`src/rtl/csr_serial_tx_if.sv`:
```
// CSR bus bundle between the CSR bridge (master) and a CSR responder (slave).
// csr_do is the responder's registered read data, OR-ed into the bridge's read path.
interface csr_serial_tx_if;
    logic [13:0] csr_a;
    logic        csr_we;
    logic [31:0] csr_di;
    logic [31:0] csr_do;

    modport master (
        output csr_a,
        output csr_we,
        output csr_di,
        input  csr_do
    );

    modport slave (
        input  csr_a,
        input  csr_we,
        input  csr_di,
        output csr_do
    );
endinterface

```
`src/rtl/csr_serial_tx.sv`:
```
// CSR-mapped 8N1 serial transmitter: TX FIFO, programmable baud divisor,
// status/interrupt readback on the CSR read path.
module csr_serial_tx #(
    parameter logic [3:0]  csr_addr        = 4'h4,
    parameter int unsigned FIFO_DEPTH_LOG2 = 4,
    parameter logic [15:0] DEFAULT_DIVISOR = 16'd434
) (
    input  logic           sys_clk,
    input  logic           sys_rst_n,
    csr_serial_tx_if.slave bus,
    output logic           tx,
    output logic           irq
);

    localparam int unsigned Depth = 2 ** FIFO_DEPTH_LOG2;
    localparam int unsigned PtrW  = FIFO_DEPTH_LOG2 + 1;

    typedef enum logic [1:0] {
        StIdle,
        StStart,
        StData,
        StStop
    } state_e;

    // CSR decode
    logic       sel;
    logic [9:0] idx;
    logic       wr;
    logic       push_req;
    logic       div_wr;
    logic       status_wr;
    logic       ctrl_wr;
    logic       flush;
    logic       unused_di;

    assign sel       = (bus.csr_a[13:10] == csr_addr);
    assign idx       = bus.csr_a[9:0];
    assign wr        = sel & bus.csr_we;
    assign push_req  = wr & (idx == 10'd0);
    assign div_wr    = wr & (idx == 10'd1);
    assign status_wr = wr & (idx == 10'd2);
    assign ctrl_wr   = wr & (idx == 10'd3);
    assign flush     = ctrl_wr & bus.csr_di[2];
    assign unused_di = ^bus.csr_di[31:16];

    // Registers
    logic [7:0]      mem_q [Depth];
    logic [PtrW-1:0] wr_ptr_q, wr_ptr_d;
    logic [PtrW-1:0] rd_ptr_q, rd_ptr_d;
    logic [15:0]     div_q;
    logic            tx_en_q;
    logic            irq_en_q;
    logic            overflow_q;
    state_e          state_q, state_d;
    logic [15:0]     cnt_q, cnt_d;
    logic [2:0]      bit_idx_q, bit_idx_d;
    logic [7:0]      shreg_q, shreg_d;
    logic            tx_q, tx_d;
    logic            irq_q, irq_d;
    logic [31:0]     csr_do_q;

    // FIFO status
    logic [PtrW-1:0] level;
    logic            full;
    logic            empty;
    logic            pop;
    logic            push_ok;
    logic            overflow_set;

    assign level   = wr_ptr_q - rd_ptr_q;
    assign full    = (level == PtrW'(Depth));
    assign empty   = (level == '0);
    // A pop in the same cycle frees the slot, so a push into a full FIFO still lands.
    assign push_ok      = push_req & ~flush & (~full | pop);
    assign overflow_set = push_req & ~flush & full & ~pop;
    assign wr_ptr_d     = wr_ptr_q + PtrW'(push_ok);
    assign rd_ptr_d     = flush ? wr_ptr_q : rd_ptr_q + PtrW'(pop);

    // Divisor values 0 and 1 both mean one cycle per bit
    logic [15:0] eff_div;
    logic [15:0] reload;
    logic        bit_end;
    logic        can_start;
    logic        busy;

    assign eff_div   = (div_q < 16'd2) ? 16'd1 : div_q;
    assign reload    = eff_div - 16'd1;
    assign bit_end   = (cnt_q == 16'd0);
    assign can_start = tx_en_q & ~empty;
    assign busy      = (state_q != StIdle);

    // Transmit FSM next state
    always_comb begin
        state_d   = state_q;
        cnt_d     = cnt_q;
        bit_idx_d = bit_idx_q;
        shreg_d   = shreg_q;
        pop       = 1'b0;
        case (state_q)
            StIdle: begin
                if (can_start) begin
                    pop     = 1'b1;
                    shreg_d = mem_q[rd_ptr_q[FIFO_DEPTH_LOG2-1:0]];
                    cnt_d   = reload;
                    state_d = StStart;
                end
            end
            StStart: begin
                if (bit_end) begin
                    state_d   = StData;
                    bit_idx_d = 3'd0;
                    cnt_d     = reload;
                end else begin
                    cnt_d = cnt_q - 16'd1;
                end
            end
            StData: begin
                if (bit_end) begin
                    cnt_d = reload;
                    if (bit_idx_q == 3'd7) begin
                        state_d = StStop;
                    end else begin
                        bit_idx_d = bit_idx_q + 3'd1;
                    end
                end else begin
                    cnt_d = cnt_q - 16'd1;
                end
            end
            StStop: begin
                if (bit_end) begin
                    if (can_start) begin
                        pop     = 1'b1;
                        shreg_d = mem_q[rd_ptr_q[FIFO_DEPTH_LOG2-1:0]];
                        cnt_d   = reload;
                        state_d = StStart;
                    end else begin
                        state_d = StIdle;
                    end
                end else begin
                    cnt_d = cnt_q - 16'd1;
                end
            end
            default: state_d = StIdle;
        endcase
    end

    // Line level follows the next state so tx is a clean flop output
    always_comb begin
        tx_d = 1'b1;
        case (state_d)
            StStart: tx_d = 1'b0;
            StData:  tx_d = shreg_d[bit_idx_d];
            default: tx_d = 1'b1;
        endcase
    end

    assign irq_d = irq_en_q & empty & ~busy;

    // Read mux
    logic [31:0] rdata;

    always_comb begin
        rdata = '0;
        case (idx)
            10'd1: rdata[15:0] = div_q;
            10'd2: begin
                rdata[0]         = busy;
                rdata[1]         = full;
                rdata[2]         = empty;
                rdata[3]         = overflow_q;
                rdata[8 +: PtrW] = level;
            end
            10'd3: rdata[1:0] = {irq_en_q, tx_en_q};
            default: rdata = '0;
        endcase
    end

    always_ff @(posedge sys_clk or negedge sys_rst_n) begin
        if (!sys_rst_n) begin
            for (int i = 0; i < Depth; i++) begin
                mem_q[i] <= '0;
            end
            wr_ptr_q   <= '0;
            rd_ptr_q   <= '0;
            div_q      <= DEFAULT_DIVISOR;
            tx_en_q    <= 1'b0;
            irq_en_q   <= 1'b0;
            overflow_q <= 1'b0;
            state_q    <= StIdle;
            cnt_q      <= '0;
            bit_idx_q  <= '0;
            shreg_q    <= '0;
            tx_q       <= 1'b1;
            irq_q      <= 1'b0;
            csr_do_q   <= '0;
        end else begin
            if (push_ok) begin
                mem_q[wr_ptr_q[FIFO_DEPTH_LOG2-1:0]] <= bus.csr_di[7:0];
            end
            wr_ptr_q <= wr_ptr_d;
            rd_ptr_q <= rd_ptr_d;
            if (div_wr) begin
                div_q <= bus.csr_di[15:0];
            end
            if (ctrl_wr) begin
                tx_en_q  <= bus.csr_di[0];
                irq_en_q <= bus.csr_di[1];
            end
            if (overflow_set) begin
                overflow_q <= 1'b1;
            end else if (status_wr && bus.csr_di[3]) begin
                overflow_q <= 1'b0;
            end
            state_q   <= state_d;
            cnt_q     <= cnt_d;
            bit_idx_q <= bit_idx_d;
            shreg_q   <= shreg_d;
            tx_q      <= tx_d;
            irq_q     <= irq_d;
            csr_do_q  <= sel ? rdata : '0;
        end
    end

    assign bus.csr_do = csr_do_q;
    assign tx         = tx_q;
    assign irq        = irq_q;

endmodule

```
`src/flat_wrapper.sv`:
```
// flat-port wrapper written by rule: the top's interface ports become plain ports
module csr_serial_tx_flat 
#(
    parameter logic [3:0]  csr_addr        = 4'h4,
    parameter int unsigned FIFO_DEPTH_LOG2 = 4,
    parameter logic [15:0] DEFAULT_DIVISOR = 16'd434
)
  (sys_clk, sys_rst_n, tx, irq, bus_csr_a, bus_csr_we, bus_csr_di, bus_csr_do);
  csr_serial_tx_if bus_i ();
  input  logic sys_clk;
  input  logic sys_rst_n;
  output logic tx;
  output logic irq;
  input wire logic [$bits(bus_i.csr_a)-1:0] bus_csr_a;
  input wire logic [$bits(bus_i.csr_we)-1:0] bus_csr_we;
  input wire logic [$bits(bus_i.csr_di)-1:0] bus_csr_di;
  output wire logic [$bits(bus_i.csr_do)-1:0] bus_csr_do;
  assign bus_i.csr_a = bus_csr_a;
  assign bus_i.csr_we = bus_csr_we;
  assign bus_i.csr_di = bus_csr_di;
  assign bus_csr_do = bus_i.csr_do;
  csr_serial_tx #(.csr_addr(csr_addr), .FIFO_DEPTH_LOG2(FIFO_DEPTH_LOG2), .DEFAULT_DIVISOR(DEFAULT_DIVISOR)) u_core (.sys_clk(sys_clk), .sys_rst_n(sys_rst_n), .bus(bus_i), .tx(tx), .irq(irq));
endmodule
```
`config.mk`:
```
export PLATFORM = sky130hd
export DESIGN_NAME = csr_serial_tx_flat
export DESIGN_NICKNAME = d
export VERILOG_FILES = /design/src/rtl/csr_serial_tx_if.sv /design/src/rtl/csr_serial_tx.sv /design/src/flat_wrapper.sv
export SDC_FILE = /design/constraint.sdc
export NUM_CORES = 1
export LEC_CHECK = 0
export CAP_MARGIN = 15
export CORE_ASPECT_RATIO = 1.2
export CORE_UTILIZATION = 50
export CTS_CLUSTER_SIZE = 20
export DETAILED_ROUTE_END_ITERATION = 10
export PLACE_DENSITY = 0.72
export SLEW_MARGIN = 20
export SYNTH_ARGS = -nofsm -noshare
export SYNTH_HDL_FRONTEND = slang
export SYNTH_SLANG_ARGS = --single-unit
```
`constraint.sdc`:
```
create_clock -name sys_clk -period 5.8 [get_ports sys_clk]
set_input_delay 1.74 -clock sys_clk [delete_from_list [all_inputs] [get_ports sys_clk]]
set_output_delay 1.74 -clock sys_clk [all_outputs]
set_load 0.02 [all_outputs]
```
==> impl_results.md <==
- WL met2: 12.19 mm
- Overflow left after global routing: 0
- Setup slack, reg-to-reg: 1.90 ns
- Startpoint of the tightest hold check path: u_core.mem_q[5]$_DFFE_PN0P_
- Final layout net count: 999
- Number of buffers created by CTS: 23
- Internal power: 0.002855 W
- DR WL/cell: 19.84 µm
- Hold-critical path depth: 1
- Count of vias placed by the detailed router: 7352
- Proportion of total power due to net switching: 26.99%
- Sequential cell area: 0.005114 mm²
- GRT Resource Usage Total: 23.21%
- Clock tree from TritonCTS: yes
- Data required time of the critical path: 6.18 ns
- Post-detailed-routing wire length: 24.20 mm
- Sequential fraction of design power: 39.9%
- Critical register-to-register path endpoint: u_core.mem_q[73]$_DFFE_PN0P_
- Initial antenna violation count: 0
- Setup fix buffers added after clock tree synthesis: 0
- Leading cell types in the layout, fill and taps excluded: sky130_fd_sc_hd__dfrtp_1 (197), sky130_fd_sc_hd__mux2_2 (148), sky130_fd_sc_hd__nand2_1 (61)
- Antenna cells: 0
- Hold Buf Count CTS: 0
- Relative contribution of the clock network to total power: 42.6%
- Combined area of the multi-input logic cells: 0.005259 mm²
- Area of the core: 0.02097 mm²
- Number of gates given a new drive strength after cts: 0
- Reported max-cap violation count: 0
- Worst Hold Endpoint: u_core.mem_q[5]$_DFFE_PN0P_
- Pins Over Slew Limit: 0
- Number of iterations in the first detailed-routing pass: 6
- Number of storage elements in the synthesis netlist: 204
- Clock latency of the later-clocked register in the worst-skew pair: 0.51 ns
- Mapped Avg Cell Area: 11.99 µm²
- Peak fanout along the critical path: 8
- Number of unique standard cell types used by synthesis: 67
- Residual DRC count: 0
- Vertical die dimension: 162.3 µm
- Drt first-iter violations: 576
- Rel. slew slack: 42.42%
- Bufs on Longest Clock Path: 3
- Final period utilization: 76.10%
- Setup repair after global routing missed its margin: no
- Slew at the pin closest to its max-slew limit: 0.8638 ns
- Number of nets with antenna violations after routing: 0
- Time the final worst path needs with I/O delays and setup: 4.414 ns
- Worst Reg-to-Reg Cells: 12
- Top layer used by detailed routing: met4
- Count of final setup violators: 0
- Count of input and output buffers: 50
- Fmax achieved: 226.6 MHz
- Pin count of the biggest net entering global routing: 111
- R2R Path Start: u_core.rd_ptr_q[1]$_DFF_PN0_
- Sequential-to-total area share from yosys stat: 47.77%
- Power density relative to cell area: 318.4 mW/mm²
- Final Power: 0.003911 W
- Die X-Extent: 135.6 µm
- IO Count: 83
- Netlist area before placement: 0.01070 mm²
- Fraction of registers with async set/reset: 100.0%
- Post-Route Setup TNS: 0 ns
- Worst Hold Class: reg -> reg
- First-pass GRT wire length: 39.65 mm
- Main synth FF type: sky130_fd_sc_hd__dfrtp_1
- Clk pin slew, worst setup/hold paths: 0.06 ns
- CP endpoint kind: flop
- Buffer type at the clock tree root: sky130_fd_sc_hd__clkbuf_16
- Area growth, synth to finish: 14.74%
- Share of layout cells above drive strength 1: 28.21%
- M1 WL: 10.11 mm
- Via count normalized by instance count: 6.026
- Number of levels the H-tree was split into: 1
- Final GP Congestion: 0.8720
- Met3 wire len: 966 µm
- Worst EP arrival: 4.80 ns
- Synthesized netlist cell count: 893
- Number of hold violations in the final report: 0
- Post-layout instance count excluding filler cells: 1220
- Peak supply drop: 0.1834 mV
- DPL Wire Length: 16.24 mm
- Via count of the first global-routing pass: 7505
- Type of element launching the critical path: input port
- Net switching power: 0.001055 W
- Clock Skew: 0.01161 ns
- Number of fill cells: 1721
- Number of placed cells counting well taps: 1178
- Most common cell after layout, fill and taps aside: sky130_fd_sc_hd__dfrtp_1
- Hold Slack: 0.4999 ns
- Starting density of the core: 51.03%
- Area of the die: 0.02200 mm²
- Clock sink total: 204
- # rows: 58
- WS Path Type: in -> reg
- Run status: finished, final reports clean
- Count of flip-flops with a built-in enable after synthesis: 0
- Leakage Power: 5.695 nW
- Number of warnings reported in the yosys synthesis log: 0
- Logic pwr share: 17.5%
-- synthesized netlist by cell type, types with 6 or more instances --
master / n / area share (%)
sky130_fd_sc_hd__mux2_2: 148 / 16
sky130_fd_sc_hd__ha_1: 16 / 1.9
sky130_fd_sc_hd__xnor2_1: 15 / 1.2
sky130_fd_sc_hd__a22oi_1: 11 / 0.77
sky130_fd_sc_hd__o21ai_0: 44 / 2.1
sky130_fd_sc_hd__nand3_1: 21 / 0.98
sky130_fd_sc_hd__and3_1: 18 / 1.1
sky130_fd_sc_hd__buf_4: 16 / 1.1
sky130_fd_sc_hd__nor4_1: 11 / 0.64
sky130_fd_sc_hd__mux2i_1: 8 / 0.75
sky130_fd_sc_hd__and2_1: 8 / 0.47
sky130_fd_sc_hd__clkbuf_1: 35 / 1.2
sky130_fd_sc_hd__mux4_2: 36 / 7.6
sky130_fd_sc_hd__nor3b_1: 6 / 0.42
sky130_fd_sc_hd__a31oi_1: 7 / 0.41
sky130_fd_sc_hd__nand2b_1: 6 / 0.35
sky130_fd_sc_hd__dfrtp_1: 198 / 46
sky130_fd_sc_hd__nand4_1: 7 / 0.41
sky130_fd_sc_hd__xor2_1: 11 / 0.90
sky130_fd_sc_hd__inv_1: 23 / 0.81
sky130_fd_sc_hd__nor2_2: 6 / 0.35
sky130_fd_sc_hd__nand2_1: 61 / 2.1
sky130_fd_sc_hd__dfstp_2: 6 / 1.5
sky130_fd_sc_hd__a21oi_1: 27 / 1.3
sky130_fd_sc_hd__nor3_1: 19 / 0.89
sky130_fd_sc_hd__nor2_1: 30 / 1.1
-- per-layer routing --
layer	up-vias	global-route usage, %
met5	-	0
met4	0	9.908
met3	51	3.090
met2	200	39.38
met1	3736	29.69
li1	3365	-
-- how the worst max path moves through the flow --
stage	startpoint	endpoint
5_1_grt	bus_csr_a[6]	u_core.mem_q[21]$_DFFE_PN0P_
3_5_place_dp	bus_csr_a[7]	u_core.mem_q[21]$_DFFE_PN0P_
2_1_floorplan	u_core.rd_ptr_q[1]$_DFF_PN0_	u_core.cnt_q[2]$_DFF_PN0_
6_report	bus_csr_a[7]	u_core.mem_q[73]$_DFFE_PN0P_
4_1_cts	bus_csr_a[7]	u_core.mem_q[21]$_DFFE_PN0P_
3_3_place_gp	bus_csr_a[7]	u_core.mem_q[17]$_DFFE_PN0P_
-- flip-flops by register name, indices dropped and copies added, names as in the netlist --
register / cells
u_core.tx_en_q: 1
u_core.bit_idx_q: 3
u_core.irq: 1
u_core.mem_q: 128
u_core.shreg_q: 8
u_core.bus.csr_do: 16
u_core.rd_ptr_q: 5
u_core.wr_ptr_q: 5
u_core.state_q: 2
u_core.irq_en_q: 1
u_core.cnt_q: 16
u_core.overflow_q: 1
u_core.tx: 1
u_core.div_q: 16
-- critical path: stages --
cell and delay, ns:
sky130_fd_sc_hd__clkdlybuf4s50_1 0.39, sky130_fd_sc_hd__nor4_1 0.36, sky130_fd_sc_hd__nand2_1 0.23, sky130_fd_sc_hd__nor4_1 0.63
sky130_fd_sc_hd__nand4_1 0.44, sky130_fd_sc_hd__nor2_2 0.60, sky130_fd_sc_hd__mux2_2 0.40
-- area by class of cell --
cell class                      instances  share of cell area [%]
Tap cell                              270                   2.751
Sequential cell                       204                   41.64
Timing Repair Buffer                   63                   4.901
Multi-Input combinational cell        617                   42.82
Inverter                               24                  0.7336
Clock buffer                           32                   5.288
Clock inverter                         10                   1.865
-- kinds of logic (layout without fill, tap and decap cells) --
logic type,count (synthesis),after routing,share of synthesized area (%)
and+or+nand+nor,231,231,12.39
other,1,16,0.03504
adders and majority gates,17,17,2.058
DFF,204,204,47.77
xor gates and xnor gates,26,26,2.128
muxes,192,192,23.90
buffers and inverters,87,129,3.694
AOI/OAI and AO/OA,135,135,8.031
-- power by group through the flow --
| stage | registers [W] | logic, W | clock network (W) |
|---|---|---|---|
| after floorplan | 0.00156 | 0.000508 | 0 |
| after global placement | 0.00158 | 0.000667 | 0 |
| after detailed placement | 0.00158 | 0.000678 | 0 |
| after CTS | 0.00156 | 0.000682 | 0.00169 |
| after global routing | 0.00157 | 0.000773 | 0.00175 |
| final | 0.00156 | 0.000686 | 0.00166 |
-- per-stage QoR --
| step | worst slack [ns] | cell area [µm²] | utilization (%) |
|---|---|---|---|
| floorplan | 1.753 | 10760 | - |
| global placement | 0.9752 | 11390 | 54.33 |
| detailed placement | 0.9011 | 11390 | 54.33 |
| CTS | 1.403 | 12270 | 58.52 |
| global route | 1.137 | 12280 | 58.56 |
| finish | 1.386 | 12280 | 58.56 |
Power figures use the tool's default switching activity.
